==> config.mk <==
export PLATFORM = sky130hd
export DESIGN_NAME = lsu_store_load_unit
export DESIGN_NICKNAME = d
export VERILOG_FILES = /design/src/rtl/lsu_store_load_unit.sv
export SDC_FILE = /design/constraint.sdc
export NUM_CORES = 1
export LEC_CHECK = 0
export CAP_MARGIN = 20
export CORE_MARGIN = 10
export CORE_UTILIZATION = 45
export CTS_BUF_LIST = sky130_fd_sc_hd__clkbuf_8
export CTS_CLUSTER_DIAMETER = 150
export DETAILED_ROUTE_END_ITERATION = 10
export PLACE_DENSITY = 0.86
export SLEW_MARGIN = 20
export SYNTH_ARGS = -nofsm -noshare
export SYNTH_HDL_FRONTEND = slang
export SYNTH_SLANG_ARGS = --single-unit
==> constraint.sdc <==
create_clock -name clk_i -period 4.1 [get_ports clk_i]
set_input_delay 0.82 -clock clk_i [delete_from_list [all_inputs] [get_ports clk_i]]
set_output_delay 0.82 -clock clk_i [all_outputs]
set_load 0.02 [all_outputs]
==> src/rtl/lsu_store_load_unit.sv <==
// Load/store unit between the core memory stage and a byte-wide data memory.
// Loads complete in one memory cycle; halfword/word stores are serialised into
// consecutive byte writes. Optional macro LSU_MISALIGN_TRAP_EN turns misaligned
// halfword/word accesses into error responses.
//
// state    | meaning
// ---------+---------------------------------------------------------------
// ST_IDLE  | ready for a request
// ST_LOAD  | memory address/mode presented, read data captured on exit
// ST_STORE | one byte written per cycle, cnt_q selects the byte
// ST_RESP  | one-cycle response pulse (data, error)

module lsu_store_load_unit #(
    parameter int unsigned MEM_BYTES = 1024
) (
    input  logic        clk_i,
    input  logic        rst_i,
    input  logic        req_valid_i,
    output logic        req_ready_o,
    input  logic        req_write_i,
    input  logic [2:0]  req_funct3_i,
    input  logic [31:0] req_address_i,
    input  logic [31:0] req_wdata_i,
    output logic        resp_valid_o,
    output logic [31:0] resp_rdata_o,
    output logic        resp_error_o,
    output logic        mem_write_enable_o,
    output logic [31:0] mem_address_o,
    output logic [1:0]  mem_mode_o,
    output logic [31:0] mem_data_o,
    input  logic [31:0] mem_data_i
);

    typedef enum logic [1:0] {ST_IDLE, ST_LOAD, ST_STORE, ST_RESP} state_t;

    state_t      state_q, state_d;
    logic [2:0]  funct3_q, funct3_d;
    logic [23:0] wdata_q, wdata_d;       // bytes still to be written, next one in [7:0]
    logic [1:0]  cnt_q, cnt_d;
    logic [1:0]  last_q, last_d;         // byte count minus one
    logic        req_ready_q, req_ready_d;
    logic        resp_valid_q, resp_valid_d;
    logic [31:0] resp_rdata_q, resp_rdata_d;
    logic        resp_error_q, resp_error_d;
    logic        mem_we_q, mem_we_d;
    logic [31:0] mem_addr_q, mem_addr_d;
    logic [1:0]  mem_mode_q, mem_mode_d;
    logic [31:0] mem_data_q, mem_data_d;

    logic [1:0]  nbytes_m1;
    logic [32:0] last_addr;
    logic        out_of_range;
    logic        illegal;
    logic        misalign;
    logic        req_error;
    logic [31:0] load_data;

    // Request decode: width, legality and range of the incoming access
    always_comb begin
        case (req_funct3_i[1:0])
            2'b00:   nbytes_m1 = 2'd0;
            2'b01:   nbytes_m1 = 2'd1;
            default: nbytes_m1 = 2'd3;
        endcase
        // 33-bit sum so that addresses near 2^32 cannot wrap back into range
        last_addr    = {1'b0, req_address_i} + {31'b0, nbytes_m1};
        out_of_range = (last_addr >= 33'(MEM_BYTES));
        if (req_write_i) begin
            illegal = req_funct3_i[2] | (req_funct3_i[1:0] == 2'b11);
        end else begin
            illegal = (req_funct3_i == 3'b011) | (req_funct3_i[2:1] == 2'b11);
        end
`ifdef LSU_MISALIGN_TRAP_EN
        misalign = ((req_funct3_i[1:0] == 2'b01) && req_address_i[0]) ||
                   ((req_funct3_i[1:0] == 2'b10) && (req_address_i[1:0] != 2'b00));
`else
        misalign = 1'b0;
`endif
        req_error = illegal | out_of_range | misalign;
    end

    // Extract and extend load data from the memory read bus
    always_comb begin
        case (funct3_q[1:0])
            2'b00:   load_data = funct3_q[2] ? {24'b0, mem_data_i[31:24]}
                                             : {{24{mem_data_i[31]}}, mem_data_i[31:24]};
            2'b01:   load_data = funct3_q[2] ? {16'b0, mem_data_i[31:16]}
                                             : {{16{mem_data_i[31]}}, mem_data_i[31:16]};
            default: load_data = mem_data_i;
        endcase
    end

    // Next-state and registered-output logic
    always_comb begin
        state_d      = state_q;
        funct3_d     = funct3_q;
        wdata_d      = wdata_q;
        cnt_d        = cnt_q;
        last_d       = last_q;
        req_ready_d  = req_ready_q;
        resp_valid_d = resp_valid_q;
        resp_rdata_d = resp_rdata_q;
        resp_error_d = resp_error_q;
        mem_we_d     = mem_we_q;
        mem_addr_d   = mem_addr_q;
        mem_mode_d   = mem_mode_q;
        mem_data_d   = mem_data_q;
        case (state_q)
            ST_IDLE: begin
                if (req_valid_i && req_ready_q) begin
                    funct3_d    = req_funct3_i;
                    wdata_d     = req_wdata_i[31:8];
                    last_d      = nbytes_m1;
                    cnt_d       = 2'd0;
                    req_ready_d = 1'b0;
                    if (req_error) begin
                        state_d      = ST_RESP;
                        resp_valid_d = 1'b1;
                        resp_error_d = 1'b1;
                        resp_rdata_d = 32'b0;
                    end else if (req_write_i) begin
                        state_d    = ST_STORE;
                        mem_we_d   = 1'b1;
                        mem_addr_d = req_address_i;
                        mem_data_d = {24'b0, req_wdata_i[7:0]};
                    end else begin
                        state_d    = ST_LOAD;
                        mem_addr_d = req_address_i;
                        mem_mode_d = req_funct3_i[1:0];
                    end
                end
            end
            ST_LOAD: begin
                state_d      = ST_RESP;
                resp_valid_d = 1'b1;
                resp_error_d = 1'b0;
                resp_rdata_d = load_data;
            end
            ST_STORE: begin
                if (cnt_q == last_q) begin
                    state_d      = ST_RESP;
                    mem_we_d     = 1'b0;
                    mem_data_d   = 32'b0;
                    resp_valid_d = 1'b1;
                    resp_error_d = 1'b0;
                    resp_rdata_d = 32'b0;
                end else begin
                    cnt_d      = cnt_q + 2'd1;
                    mem_addr_d = mem_addr_q + 32'd1;
                    mem_data_d = {24'b0, wdata_q[7:0]};
                    wdata_d    = {8'b0, wdata_q[23:8]};
                end
            end
            default: begin
                state_d      = ST_IDLE;
                resp_valid_d = 1'b0;
                resp_error_d = 1'b0;
                resp_rdata_d = 32'b0;
                req_ready_d  = 1'b1;
            end
        endcase
    end

    // State and output registers with synchronous reset
    always_ff @(posedge clk_i) begin
        if (rst_i) begin
            state_q      <= ST_IDLE;
            funct3_q     <= 3'b0;
            wdata_q      <= 24'b0;
            cnt_q        <= 2'd0;
            last_q       <= 2'd0;
            req_ready_q  <= 1'b1;
            resp_valid_q <= 1'b0;
            resp_rdata_q <= 32'b0;
            resp_error_q <= 1'b0;
            mem_we_q     <= 1'b0;
            mem_addr_q   <= 32'b0;
            mem_mode_q   <= 2'b10;
            mem_data_q   <= 32'b0;
        end else begin
            state_q      <= state_d;
            funct3_q     <= funct3_d;
            wdata_q      <= wdata_d;
            cnt_q        <= cnt_d;
            last_q       <= last_d;
            req_ready_q  <= req_ready_d;
            resp_valid_q <= resp_valid_d;
            resp_rdata_q <= resp_rdata_d;
            resp_error_q <= resp_error_d;
            mem_we_q     <= mem_we_d;
            mem_addr_q   <= mem_addr_d;
            mem_mode_q   <= mem_mode_d;
            mem_data_q   <= mem_data_d;
        end
    end

    assign req_ready_o        = req_ready_q;
    assign resp_valid_o       = resp_valid_q;
    assign resp_rdata_o       = resp_rdata_q;
    assign resp_error_o       = resp_error_q;
    assign mem_write_enable_o = mem_we_q;
    assign mem_address_o      = mem_addr_q;
    assign mem_mode_o         = mem_mode_q;
    assign mem_data_o         = mem_data_q;

endmodule

==> impl_metrics.yaml <==
floorplanning:
  start_util_pct: 45.7
  core_area_mm2: 0.0151
  ios: 205
  die-width_um: 144
  die_y_um: 144
  rows: 45
  dieArea_mm2: 0.0207
power_and_ir_drop:
  power.density_mw_per_mm2: 456
  vdd.ir_drop.worst_uv: 284
  clkPwrFrac_pct: 15.1
  combPwrFrac_pct: 49.2
  leakage_uw: 0.00335
  seq_power_share_pct: 35.7
  switchingPower_uw: 1780
  swShare_pct: 42.5
  p_int_uw: 2410
synthesis:
  ys_ff_latch: 111
  netlist_area_mm2: 0.00689
  synth_edf_count: 0
  ys_seq_area_share_pct: 32.2
  synth_area_per_cell_um2: 7.81
  ys_warn_count: 0
  syn_inst: 883
  synth_top_flop_cell: "dfxtp_1"
  synth_async_sr_flop_share_pct: 0
  synth.distinct_cells: 83
setup_path:
  start_kind: "input port"
  cp_slowest_cell: "clkdlybuf4s50_1"
  slowest_delay_ps: 430
  path_max_fanout: 8
  worstSetupPathType: "in2reg"
  critPathArrivalTime_ps: 4230
  crit_path_start: "req_funct3_i[0]"
  r2r_start: "state_q[0]"
  cp.required_ps: 4430
  worst_setup_path_end_kind: "flip-flop"
  cpMostUsedCell: "buf_4"
  crit_family: "buffers and inverters"
  crit_chain: "clkdlybuf4s50_1, or2_2, ha_1, fa_1, nand4_1, buf_4, nor3_2, a211o_1, a22oi_1, and3_4, nand4_2, buf_4, buf_4, a22oi_1, o221a_1"
  path_buf_inv: 4
finish:
  layout-drive-gt1-share_pct: 9.93
  area_delta_synth_final_pct: 33.2
  layout_common_cells: "clkdlybuf4s50_1 (179), nand2_1 (122), dfxtp_1 (111), o21ai_0 (76), nor2_1 (62)"
  final_common_cell: "clkdlybuf4s50_1"
  nets: 1175
  fin_cells: 1255
  final_util_pct: 60.8
  seq_area_mm2: 0.00222
  n_antenna_cell: 0
  multi_input_area_mm2: 0.00423
  num-fill-cells: 1355
routing:
  drt-pass1-iter-count: 6
  via_per_inst: 5.98
  final_antenna_net_count: 0
  remaining_drc_errors: 0
  wl_per_cell_um: 18.8
  num_vias: 7505
  drt_iter0_markers: 676
  wl_um: 23600
clock_tree:
  htree_levels: 3
  root_buffer: "clkbuf_8"
  clk_latency_ps: 380
  clk_pin_slew_ps: 100
  clk_path_buf_depth: 2
  cts_tree: "yes"
  cts_made_buffers: 9
  cts_num_sinks: 111
sta:
  hold_viol: 0
  max_freq_mhz: 256
  slew_viol_final: 0
  slew_headroom_pct: 46.4
  finalCriticalPeriod_ps: 3900
  worst_pin_slew_ps: 802
  setup_violations: 0
  fin_crit_sh_pct: 95.2
  rsz0062_at_grt: "no"
  fin_skew_ps: 7.76
global_routing:
  grt_overflow_total: 0
  grt_pass1_vias: 7046
  grt_max_degree: 67
  grt_use_total_pct: 21.6
  antenna_found_initial: 0
  grt_pass1_wl_um: 36600
outcome:
  status: "finished clean"
min_path:
  min_from: "wdata_q[16]"
  hp-class: "reg2reg"
placed_design:
  gp_routability_congestion: 0.974
  dpl.cell_count: 1239
  port_buffers: 180
  dpl.hpwl_um: 18100
run:
  cap_violations: 0
-- worst paths after layout --
path	end	slack (ps)	depth (start not counted)
setup reg to reg	mem_address_o[31]	1150	7
hold / removal	wdata_q[16]	460	2
hold reg to reg	wdata_q[16]	460	2
setup / recovery	mem_address_o[19]	200	15
-- metrics by stage --
stage	setup slack [ps]	hold slack (ps)	area (um2)	power [uW]	setup TNS, ps
after floorplan	566	432	6980	2790	0
after global placement	-125	440	8980	3530	-412
after detailed placement	-254	446	8980	3560	-5120
after CTS	168	460	9160	4190	0
after global routing	59.3	476	9180	4440	0
final	195	458	9180	4190	0
-- cells in the mapped netlist (8+ instances only) --
cell type  instances  area share [%]
nand2_1          122             6.6
buf_4             25             2.7
a31oi_1           15             1.4
ha_1               8             1.5
o31ai_1            9            0.98
and3_1            13             1.2
nor2_1            62             3.4
o2111ai_1          8             1.0
a211oi_1          26             2.8
o21ai_0           76             5.5
mux2i_1           45             6.5
a21oi_1           47             3.4
nand4_1           18             1.6
clkbuf_1          44             2.4
dfxtp_1          111              32
inv_1             23             1.3
nor3_1            25             1.8
and4_1            10             1.3
nand3_1           53             3.8
-- per-layer routing --
metal  global-route usage, %  up-vias  wire length [um]
met3                    6.01       54              2280
met1                    27.1     3476              9690
li1                        -     3589                 -
met2                    35.1      386             11000
met5                       0        -                 0
met4                    6.66        0               602
-- layout make-up --
cell class / instances / area share, %
inverters: 25 / 1.02
multi-input cells: 685 / 46.1
flip-flops and latches: 111 / 24.2
clock inverters: 3 / 0.191
repair buffers: 231 / 24.1
clock buffers: 12 / 1.80
well taps: 188 / 2.56
-- flip-flops by register name, indices dropped and copies added, names as in the netlist --
signal and count:
last_q 2, mem_write_enable_o 1, mem_mode_o 2, req_ready_o 1
resp_valid_o 1, mem_data_o 8, mem_address_o 32, cnt_q 2
resp_error_o 1, wdata_q 24, funct3_q 3, state_q 2
resp_rdata_o 32
-- power groups by stage --
stage | clock network [uW] | registers (uW) | logic (uW)
finish | 634 | 1490 | 2060
global route | 678 | 1530 | 2230
CTS | 648 | 1490 | 2050
detailed placement | 0 | 1520 | 2040
global placement | 0 | 1510 | 2020
floorplan | 0 | 1610 | 1180
-- what timing repair did --
action | CTS | global route
hold buffers | 0 | 0
endpoints found under the setup margin | 0 | 19
gates resized for setup | 0 | 2
buffers inserted | 0 | 1
-- cells by family after synthesis --
group,after synthesis,synth area share [%]
simple gates,336,24.2
compound gates,258,25.4
flops,111,32.2
buf+inv,110,8.06
mux,46,6.70
xor+xnor,12,1.52
fa+ha+maj,9,1.74
other cells,1,0.0544
-- worst reg2reg max path, stage by stage, from the launching register on --
cell and delay, ps:
dfxtp_1 380, inv_1 110, ha_1 650, nand3_2 500, a21oi_1 380, and4_1 400
nor2_1 170, o32ai_1 280
(Power assumes the default switching activity.)
